[src/rtl/cern_io_bank_ctrl.sv]
// cern_io_bank_ctrl
//   Controls a bank of NCH 1.2 V CMOS I/O pads and sits between the chip
//   configuration logic and the pad ring.
//   - Per-channel pad configuration is double-buffered. Writes go into a
//     shadow copy, and an apply request commits the shadow copy to the
//     active copy atomically.
//   - Channels whose output enable changes at apply are held in tristate
//     for GUARD cycles before the new configuration lands
//     (break-before-make).
//   - Pad Z inputs are synchronised and deglitched before they reach the core.
//
// Ports
//   clk_i        clock
//   rst_ni       asynchronous reset, active-low
//   cfg_valid_i  config write request
//   cfg_ready_o  write accepted when valid & ready; high only in IDLE
//   cfg_ch_i     target channel; channels >= NCH are accepted and dropped
//   cfg_data_i   {DS, OUT_EN, UD_B, PEN} for cfg_ch_i
//   cfg_apply_i  single-cycle request to commit shadow -> active
//   filt_len_i   deglitch length (quasi-static)
//   a_core_i     core data toward pads
//   z_pad_i      asynchronous pad Z pins
//   pen_o        pull enable per pad
//   ud_b_o       pull select per pad (0 = pull-up, 1 = pull-down)
//   out_en_o     output enable per pad
//   ds_o         drive-strength select per pad
//   a_o          registered a_core_i
//   z_core_o     filtered pad input
//   z_change_o   one-cycle pulse when z_core_o changes
//
// state  | meaning
// IDLE   | accepting writes and apply requests
// DRAIN  | changing channels are tristated; counting GUARD cycles
// COMMIT | shadow copied into active on exit
module cern_io_bank_ctrl #(
  parameter int NCH    = 8,
  parameter int FILT_W = 3,
  parameter int GUARD  = 2,
  localparam int CH_W  = (NCH > 1) ? $clog2(NCH) : 1
) (
  input  logic              clk_i,
  input  logic              rst_ni,
  input  logic              cfg_valid_i,
  output logic              cfg_ready_o,
  input  logic [CH_W-1:0]   cfg_ch_i,
  input  logic [3:0]        cfg_data_i,
  input  logic              cfg_apply_i,
  input  logic [FILT_W-1:0] filt_len_i,
  input  logic [NCH-1:0]    a_core_i,
  input  logic [NCH-1:0]    z_pad_i,
  output logic [NCH-1:0]    pen_o,
  output logic [NCH-1:0]    ud_b_o,
  output logic [NCH-1:0]    out_en_o,
  output logic [NCH-1:0]    ds_o,
  output logic [NCH-1:0]    a_o,
  output logic [NCH-1:0]    z_core_o,
  output logic [NCH-1:0]    z_change_o
);

  localparam int GW = (GUARD > 1) ? $clog2(GUARD) : 1;
  localparam logic [GW-1:0] GUARD_LOAD = GW'((GUARD > 0) ? GUARD - 1 : 0);
  localparam logic [CH_W:0] NCH_L = (CH_W + 1)'(NCH);

  typedef enum logic [1:0] {IDLE, DRAIN, COMMIT} state_t;

  state_t state_q, state_d;
  logic [GW-1:0] guard_q, guard_d;

  logic [NCH-1:0] sh_pen_q, sh_ud_q, sh_oe_q, sh_ds_q;
  logic [NCH-1:0] sh_pen_d, sh_ud_d, sh_oe_d, sh_ds_d;
  logic [NCH-1:0] pen_q, ud_q, oe_q, ds_q;
  logic [NCH-1:0] pen_d, ud_d, oe_d, ds_d;
  logic [NCH-1:0] out_en_q, out_en_d;
  logic [NCH-1:0] a_q;

  logic [NCH-1:0]    s1_q, s2_q;
  logic [NCH-1:0]    zc_q, zc_d, zchg_q, zchg_d;
  logic [FILT_W-1:0] cnt_q [NCH];
  logic [FILT_W-1:0] cnt_d [NCH];

  // FSM: state register
  always_ff @(posedge clk_i or negedge rst_ni) begin
    if (!rst_ni) state_q <= IDLE;
    else         state_q <= state_d;
  end

  // FSM: next state
  always_comb begin
    state_d = state_q;
    case (state_q)
      IDLE:    if (cfg_apply_i) state_d = (GUARD > 0) ? DRAIN : COMMIT;
      DRAIN:   if (guard_q == '0) state_d = COMMIT;
      COMMIT:  state_d = IDLE;
      default: state_d = IDLE;
    endcase
  end

  // FSM: outputs
  always_comb begin
    cfg_ready_o = (state_q == IDLE);
  end

  // Shadow writes, guard timer, active commit and output-enable masking
  always_comb begin
    sh_pen_d = sh_pen_q;
    sh_ud_d  = sh_ud_q;
    sh_oe_d  = sh_oe_q;
    sh_ds_d  = sh_ds_q;
    if (cfg_ready_o && cfg_valid_i && ({1'b0, cfg_ch_i} < NCH_L)) begin
      sh_pen_d[cfg_ch_i] = cfg_data_i[0];
      sh_ud_d[cfg_ch_i]  = cfg_data_i[1];
      sh_oe_d[cfg_ch_i]  = cfg_data_i[2];
      sh_ds_d[cfg_ch_i]  = cfg_data_i[3];
    end

    guard_d = guard_q;
    if (state_q == IDLE)                       guard_d = GUARD_LOAD;
    else if (state_q == DRAIN && guard_q != '0) guard_d = guard_q - 1'b1;

    pen_d = pen_q;
    ud_d  = ud_q;
    oe_d  = oe_q;
    ds_d  = ds_q;
    if (state_q == COMMIT) begin
      pen_d = sh_pen_q;
      ud_d  = sh_ud_q;
      oe_d  = sh_oe_q;
      ds_d  = sh_ds_q;
    end

    // Shadow and active are frozen outside IDLE, so the direction-change
    // mask computed here equals the one captured at the apply edge.
    out_en_d = oe_d & ~((oe_q ^ sh_oe_d) & {NCH{state_d != IDLE}});
  end

  always_ff @(posedge clk_i or negedge rst_ni) begin
    if (!rst_ni) begin
      guard_q  <= '0;
      sh_pen_q <= '1;
      sh_ud_q  <= '1;
      sh_oe_q  <= '0;
      sh_ds_q  <= '0;
      pen_q    <= '1;
      ud_q     <= '1;
      oe_q     <= '0;
      ds_q     <= '0;
      out_en_q <= '0;
      a_q      <= '0;
    end else begin
      guard_q  <= guard_d;
      sh_pen_q <= sh_pen_d;
      sh_ud_q  <= sh_ud_d;
      sh_oe_q  <= sh_oe_d;
      sh_ds_q  <= sh_ds_d;
      pen_q    <= pen_d;
      ud_q     <= ud_d;
      oe_q     <= oe_d;
      ds_q     <= ds_d;
      out_en_q <= out_en_d;
      a_q      <= a_core_i;
    end
  end

  // Deglitch filter. A count left above filt_len_i by a shrinking length
  // commits on the next compare instead of wrapping.
  always_comb begin
    zc_d   = zc_q;
    zchg_d = '0;
    for (int i = 0; i < NCH; i++) begin
      cnt_d[i] = '0;
      if (s2_q[i] != zc_q[i]) begin
        if (cnt_q[i] >= filt_len_i) begin
          zc_d[i]   = s2_q[i];
          zchg_d[i] = 1'b1;
        end else begin
          cnt_d[i] = cnt_q[i] + 1'b1;
        end
      end
    end
  end

  always_ff @(posedge clk_i or negedge rst_ni) begin
    if (!rst_ni) begin
      s1_q   <= '0;
      s2_q   <= '0;
      zc_q   <= '0;
      zchg_q <= '0;
      for (int i = 0; i < NCH; i++) cnt_q[i] <= '0;
    end else begin
      s1_q   <= z_pad_i;
      s2_q   <= s1_q;
      zc_q   <= zc_d;
      zchg_q <= zchg_d;
      for (int i = 0; i < NCH; i++) cnt_q[i] <= cnt_d[i];
    end
  end

  assign pen_o      = pen_q;
  assign ud_b_o     = ud_q;
  assign out_en_o   = out_en_q;
  assign ds_o       = ds_q;
  assign a_o        = a_q;
  assign z_core_o   = zc_q;
  assign z_change_o = zchg_q;

endmodule

[config.mk]
export PLATFORM = sky130hd
export DESIGN_NAME = cern_io_bank_ctrl
export DESIGN_NICKNAME = d
export VERILOG_FILES = /design/src/rtl/cern_io_bank_ctrl.sv
export SDC_FILE = /design/constraint.sdc
export NUM_CORES = 1
export LEC_CHECK = 0
export CORE_AREA = 2 2 127 92
export CTS_CLUSTER_SIZE = 28
export DETAILED_ROUTE_END_ITERATION = 10
export DIE_AREA = 0 0 129 94
export PLACE_DENSITY_LB_ADDON = 0.08
export SLEW_MARGIN = 20
export SYNTH_ARGS = -nofsm -noshare
export SYNTH_HDL_FRONTEND = slang
export SYNTH_SLANG_ARGS = --single-unit
export TNS_END_PERCENT = 100
[constraint.sdc]
create_clock -name clk_i -period 2.2 [get_ports clk_i]
set_input_delay 0.66 -clock clk_i [delete_from_list [all_inputs] [get_ports clk_i]]
set_output_delay 0.66 -clock clk_i [all_outputs]
set_load 0.1 [all_outputs]
Word-level counts from Yosys, hierarchy flattened
Index checks and enable logic that the tools add are counted.

Logic and storage cells: 123. Bits of input ports: 30. Output and inout port bits: 57. Bits in registers: 139.

Bitwise logic cells: 4. Add/sub/neg operators: 9. Reductions and logical operators: 14. Mux-type cells: 45. Order comparisons: 10. Equality and inequality tests: 10.

Operator list (number): 2-to-1 mux 3 bit (16); bitwise mux 8 bit (4); adder 3 x 1 -> 3 bit, second input constant (8); greater-or-equal comparator 3 bit (8); 2-to-1 mux 1 bit (19); AND 8 bit (2); 2-to-1 mux 8 bit (2); AND reduction 2 bit (8); != test 1 bit (8); NOT 8 bit (1); bitwise XOR 8 bit (1); < comparator 3 x 4 -> 1 bit, second input constant (1); 2-to-1 mux 2 bit (2); one-hot mux 2 bit (2 select lines) (1); nonzero test 2 bit (2); demux 1 bit (select 3 bit) (1); greater-or-equal comparator 3 x 1 -> 1 bit, second input constant (1); logical AND 1 bit (3); equality test 2 x 1 -> 1 bit, second input constant (1); equality test 2 bit, second input constant (1); logical NOT 2 bit (1); subtractor 1 bit, second input constant (1).

Logic depth before layout (Yosys ltp)
Depth after elaboration: 10. Depth in mapped cells: 6. Gate-level depth less buffers: 6.

Worst setup path before layout
Ideal clock, no wire load.

Path type: register to output. Start: register state_q[0]. End: output cfg_ready_o. Path buffers: 0. Arrival: 1760 ps. Setup slack: -220 ps. Cell stages (with the launch flop): 2. Data required time: 1540 ps. Cells stage by stage: dfrtp_1 > nor2_1.

Word-level cells in the longest chain between the ends: 1.

Ends and longest elaborated chain: start: declaration (line 66) `state_t state_q, state_d;`; start signal: assignment (line 84) `else state_q <= state_d;`; logical NOT 2 bit (line 100) `cfg_ready_o = (state_q == IDLE);`; end: declaration (line 44) `output logic cfg_ready_o,`.

Every way passes these cells.

Final worst setup path
Start: input filt_len_i[1]. End: register zc_q[1] (netlist: z_core_o[1]).

Word-level cells in the longest chain between the ends: 2.

Ends and longest elaborated chain: start: declaration (line 48) `input logic [FILT_W-1:0] filt_len_i,`; greater-or-equal comparator 3 bit (line 172) `if (cnt_q[i] >= filt_len_i) begin`; AND reduction 2 bit (no line); end signal: assignment (line 192) `zc_q <= zc_d;`; end: declaration (line 77) `logic [NCH-1:0] zc_q, zc_d, zchg_q, zchg_d;`.

Every way passes these cells. A chain may end at the register's enable or synchronous reset.

==> run_results.csv <==
group,metric,value,unit
layout,layout-drive-gt1-share,42.5,%
placed_design,place_ws,-240,ps
global_route,antenna_found_initial,0,
synth,async_reset_ff_share,100,%
critical_path,r2r_start,"state_q[0]",
timing,hold_viol_final,0,
layout,layout.area.seq,3520,µm²
layout,area_growth,37.5,%
cts,clk_pin_slew,60,ps
global_route,grt_max_degree,45,
floorplanning,core_area,10900,µm²
drt,wl_per_cell,15.7,µm
placed_design,gp_congestion,0.797,
synth,synth_top_area_cell,"dfrtp_1",
synth,yosysMostFrequentCell,"dfrtp_1",
synth,synth_top_area_share,47.6,%
global_route,use_met3,5.47,%
drt,drtIter0Drc,143,
synth,synthXorXnorAreaFrac,2.49,%
layout,num-fill-cells,722,
floorplanning,initial_core_util,51.9,%
global_route,grt_pass1_vias,3687,
synth,synth_simple_gate_area_share,8.54,%
placed_design,io_buffers,86,
min_path,hold_class,"input port to async pin",
floorplanning,fp-row-count,32,
synth,synth_area_leaders,"dfrtp_1, dfstp_2, mux2_2",
critical_path,path_class,"input port to flip-flop",
cts,clock_latency,400,ps
outcome,status,"finished clean",
synth,yosys_warnings,0,
timing,rsz0062_at_grt,"false",
layout,final_nets,591,
global_route,gr-total-overflow,0,
drt,drc,0,
timing,period_share,92.9,%
global_route,grt_use_met1,27.7,%
drt,wl,10.9,mm
critical_path,arrival,2330,ps
job,maxCapViolCount,0,
synth,syn_nets,458,
cts,htreeDepth,4,
timing,final_max_slew_viol_count,0,
cts,clock_sinks,139,
synth,synth_edf_count,0,
synth,synth_top_family_by_area,"multiplexers",
synth,yosys-top-cells-count,"dfrtp_1, mux2_2, dfstp_2, ha_1, nor2_1",
synth,synth_compound_area_share,4.18,%
synth,synth_ff_type,"dfrtp_1",
timing,max_freq,489,MHz
timing,fin_crit,2040,ps
floorplanning,fp.dieW,129,µm
synth,synth-seq-cells,139,
cts,clockRootBuffer,"clkbuf_16",
global_route,grt_usage,19.9,%
global_route,grt_pass1_wl,18.3,mm
synth,ys_types,28,
floorplanning,dieArea,12100,µm²
cts,cts_setup_buffers,0,
synth,synth-adder-area-share,7.11,%
drt,vias,3496,
timing,setup_ws,155,ps
critical_path,setup.worst_path.start,"filt_len_i[1]",
critical_path,end_kind,"flip-flop",
cts,cts_tree,"yes",
critical_path,start_kind,"input port",
layout,multi_input_area,2020,µm²
synth,synthesis.area,5630,µm²
drt,viasPerCell,5.04,
floorplanning,die_h,94,µm
placed_design,hpwlAfterDp,7.64,mm
floorplanning,ioPinCount,87,
timing,worst_slew_pin_slew,399,ps
cts,cts_buffer_depth,2,
timing,skew,5.61,ps
timing,setup-tns-final,0,ps
global_route,busiest_layer,"met2",
drt,drtAntennaViolNets,0,
cts,postCtsHoldBufs,0,
timing,relSlewSlack,73.3,%
timing,setup_viol,0,
layout,antenna_cells,0,
critical_path,crit_required,2480,ps
synth,synth.area.mux_share,13.6,%
synth,ys_seq_area_share,62.5,%
global_route,met2_usage,30.6,%
synth,syn_inst,396,
cts,cts_buffers,17,
synth,avgSynthCellArea,14.2,µm²
cts,cts-resized-gates,0,
drt,firstDrtPassIters,4,
critical_path,cp_max_fo,8,
==> worst max-delay path, stage by stage <==
cell             delay, ps
clkdlybuf4s50_1        450
inv_1                  170
ha_1                   340
o21ai_0                110
a21oi_1                220
mux2_2                 370
==> layer usage <==
layer / wire [µm] / part of all wire, %
met4: 63 / 0.58
met5: 0 / 0
met3: 482 / 4.4
met2: 5080 / 47
met1: 5240 / 48
==> worst paths after layout <==
path | cells after the start | endpoint | slack (ps)
max in group asynchronous | 2 | ud_b_o[1] | 1460
setup / recovery | 6 | z_core_o[1] | 160
hold / removal | 1 | z_change_o[7] | 140
min in group clk_i | 0 | s2_q[1] | 350
hold reg to reg | 0 | s2_q[1] | 350
setup reg to reg | 4 | sh_ds_q[7] | 440
==> registers in the layout (all words and copies together) (netlist names) <==
signal      count
cnt_q          24
z_core_o        8
s2_q            8
z_change_o      8
pen_o           8
oe_q            8
sh_pen_q        8
guard_q         1
a_o             8
ud_b_o          8
s1_q            8
state_q         2
ds_o            8
sh_ds_q         8
sh_ud_q         8
out_en_o        8
sh_oe_q         8
==> cell families after synthesis <==
family	after synthesis
flip-flops	139
AND/OR/NAND/NOR	85
multiplexers	68
AO/OA/AOI/OAI	34
adder cells (fa/ha/maj)	32
buffers and inverters	22
XOR/XNOR	16
==> per-stage QoR <==
step           instance area, µm²  util [%]  std cells  hold slack [ps]
6_report                     7740      71.3        694              143
4_1_cts                      7740      71.3        694              141
5_1_grt                      7740      71.3        694              148
2_1_floorplan                5630         -        396              331
3_3_place_gp                 7190      66.2        663              332
3_5_place_dp                 7190      66.2        663              336
==> area by class of cell <==
type / instances / area share, %
multi-input cells: 235 / 26.1
clock inverters: 12 / 1.29
flip-flops and latches: 139 / 45.5
clock buffers: 19 / 5.85
repair buffers: 118 / 17.9
inverters: 18 / 0.873
well taps: 153 / 2.47
==> cell usage in the layout (no fill, tap or decap), types with 2 or more instances in the layout <==
cell,n
dfrtp_1,107
mux2_2,67
buf_4,55
buf_12,34
ha_1,32
dfstp_2,32
clkdlybuf4s50_1,28
nor2_1,20
inv_1,18
clkbuf_16,17
xnor2_1,16
nor3_1,16
nand2_1,16
nor3b_1,10
nand3_1,10
o21ai_0,8
a21oi_1,8
o311a_1,8
a211oi_1,8
clkinvlp_4,5
nor2_4,4
clkinv_2,4
nor3_4,2
clkbuf_8,2
Power is not shown: default switching activity piles up to over one toggle a cycle in this logic, so the estimate is an artifact.
==> RTL change (same flow settings) <==
Set the parameter `FILT_W` to 5 (it was 3).
--- a/src/rtl/cern_io_bank_ctrl.sv
+++ b/src/rtl/cern_io_bank_ctrl.sv
@@ -35,5 +35,5 @@
 module cern_io_bank_ctrl #(
   parameter int NCH    = 8,
-  parameter int FILT_W = 3,
+  parameter int FILT_W = 5,
   parameter int GUARD  = 2,
   localparam int CH_W  = (NCH > 1) ? $clog2(NCH) : 1
Interface: changed (resized filt_len_i); port bits go from 87 to 89. The function was not compared with the original's and may differ.
==> RTL change against the original RTL <==
Non-clock buffer count down 5. Sequential cell count up 16. Utilization rose by 11 points. Synthesized area up 19%. Final cell count rose by 16%. Final area is 16% higher. Worst setup slack got worse by 0.094 ns. Largest cell class unchanged. Synthesized cell count increased by 29%. Count of clock-buffer cells in the layout is 1 lower. Routed wire length up 29%. Critical endpoint is now z_core_o[4]. Global-route usage grew 4.8 points.
==> RTL change: results (changes against the original RTL) <==
[run_status]
status = completed  ; unchanged

[synthesis]
synthMuxAreaShare_pct = 11.43  ; was 13.58%
synth_compound_area_share_pct = 5.464  ; was 4.179%
synthXorXnorAreaFrac_pct = 4.192  ; was 2.489%
synth_common_cells = 123 x dfrtp_1, 67 x mux2_2, 48 x ha_1  ; was 107 x dfrtp_1, 67 x mux2_2, 32 x dfstp_2, 32 x ha_1, 21 x nor2_1
synth-adder-area-share_pct = 8.982  ; was 7.113%
synth_cell_type_count = 36  ; was 28
synth_fp_nets = 589  ; was 458
synth.area.top_cells = dfrtp_1 46%, dfstp_2 13%, mux2_2 11%  ; was dfrtp_1 48%, dfstp_2 15%, mux2_2 13%
seq_area_frac_synth_pct = 58.61  ; was 62.50%

[cells_and_area]
largest_reg_flops = 40  ; was 24
fillers = 575  ; was 722
drive_gt1_share_pct = 37.60  ; was 42.51%
nNetsFinal = 716  ; was 591

[detailed_routing]
dr.pass1.iters = 4  ; unchanged
drt_iter0_drc = 204  ; was 143
routed_via_density = 5.440  ; was 5.037
post_drt_wl_per_cell_um = 17.42  ; was 15.66 µm

[clock_network]
clk_pin_slew_ns = 0.06  ; about the same
clk-insertion-delay-late_ns = 0.42  ; was 0.40 ns

[placed_design]
portBuffers = 88  ; was 86
place.gp.congestion = 0.7984  ; was 0.7971
place_area_um2 = 8210  ; was 7186 µm²
dp_hpwl_mm = 9.374  ; was 7.637 mm
post-place-ws_ns = -0.4867  ; was -0.2399 ns

[critical_path]
crit_family = buffers and inverters  ; unchanged
slowest_stage = clkdlybuf4s50_1  ; unchanged
crit_arrival_ns = 2.44  ; was 2.33 ns

[grt]
grt_use_total_pct = 24.68  ; was 19.90%
grt_pass1_wl_mm = 22.84  ; was 18.26 mm
grt_max_degree = 51  ; was 45
first_global_vias = 4629  ; was 3687

[timing]
slew_headroom_pct = 53.81  ; was 73.30%
clock_skew_ns = 0.009192  ; was 0.005610 ns

[min_path]
hp-class = primary input to asynchronous set/reset pin  ; unchanged

[pwr]
power_leakage_nw = 4.177

## RTL change: cell types whose count changed in the layout (fill, tap and decap cells not counted), sizes merged, moves of 16 or more
cell,delta
nor2,+24
nand3,+23
xor2,+17
dfrtp,+16
ha,+16
nor3,-16
## RTL change: cell families after synthesis
family                   count (synthesis)
flip-flops                             155
AND/OR/NAND/NOR                        126
multiplexers                            68
AO/OA/AOI/OAI                           55
adder cells (fa/ha/maj)                 48
XOR/XNOR                                32
buffers and inverters                   25
## RTL change: worst register-to-register path: stages (launching register included)
cell	delay, ns
dfrtp_1	0.47
or3b_4	0.49
buf_12	0.15
nor2_4	0.21
mux2_2	0.36
## RTL change: what timing repair did
action	in CTS	in global routing
setup buffers	0	2
hold endpoints to repair	0	0
gates resized for setup	0	31
endpoints found under the setup margin	11	48
## RTL change: layout make-up
cell class,count,share of cell area [%]
multi-input cells,329,30.76
well taps,153,2.140
clock inverters,14,1.805
repair buffers,113,15.64
clock buffers,18,4.910
flip-flops and latches,155,43.82
inverters,20,0.9233
## RTL change: power by group
part,switching [mW],leakage (nW),internal [mW]
clock,1.22,0.278,1.72
combinational,4.08,2.00,2.49
sequential,0.827,1.90,3.99
total,6.12,4.18,8.20
## RTL change: path summary, 6_finish.rpt
kind / startpoint / end / slack, ns / cells after the start
worst max-delay path: filt_len_i[0] / z_core_o[4] / 0.06 / 7
worst min-delay path: rst_ni / z_core_o[6] / 0.13 / 1
worst max register to register: state_q[1] / sh_ds_q[6] / 0.40 / 4
worst min register to register: s1_q[4] / s2_q[4] / 0.35 / 0
max in group asynchronous: rst_ni / pen_o[4] / 1.42 / 2
min in group clk_i: s1_q[4] / s2_q[4] / 0.35 / 0
## RTL change: metrics by stage
stage,total power [mW],util (%),std cells
after floorplan,9.026,-,509
after global placement,11.04,75.67,768
after detailed placement,11.28,75.67,768
after CTS,14.28,81.20,800
after global routing,14.94,82.43,802
final,14.32,82.43,802
## RTL change: metal layers
layer	global-route usage [%]	part of all wire, %
met1	34.16	47
met2	39.11	48
met3	5.695	4.0
met4	7.880	1.1
met5	0	0
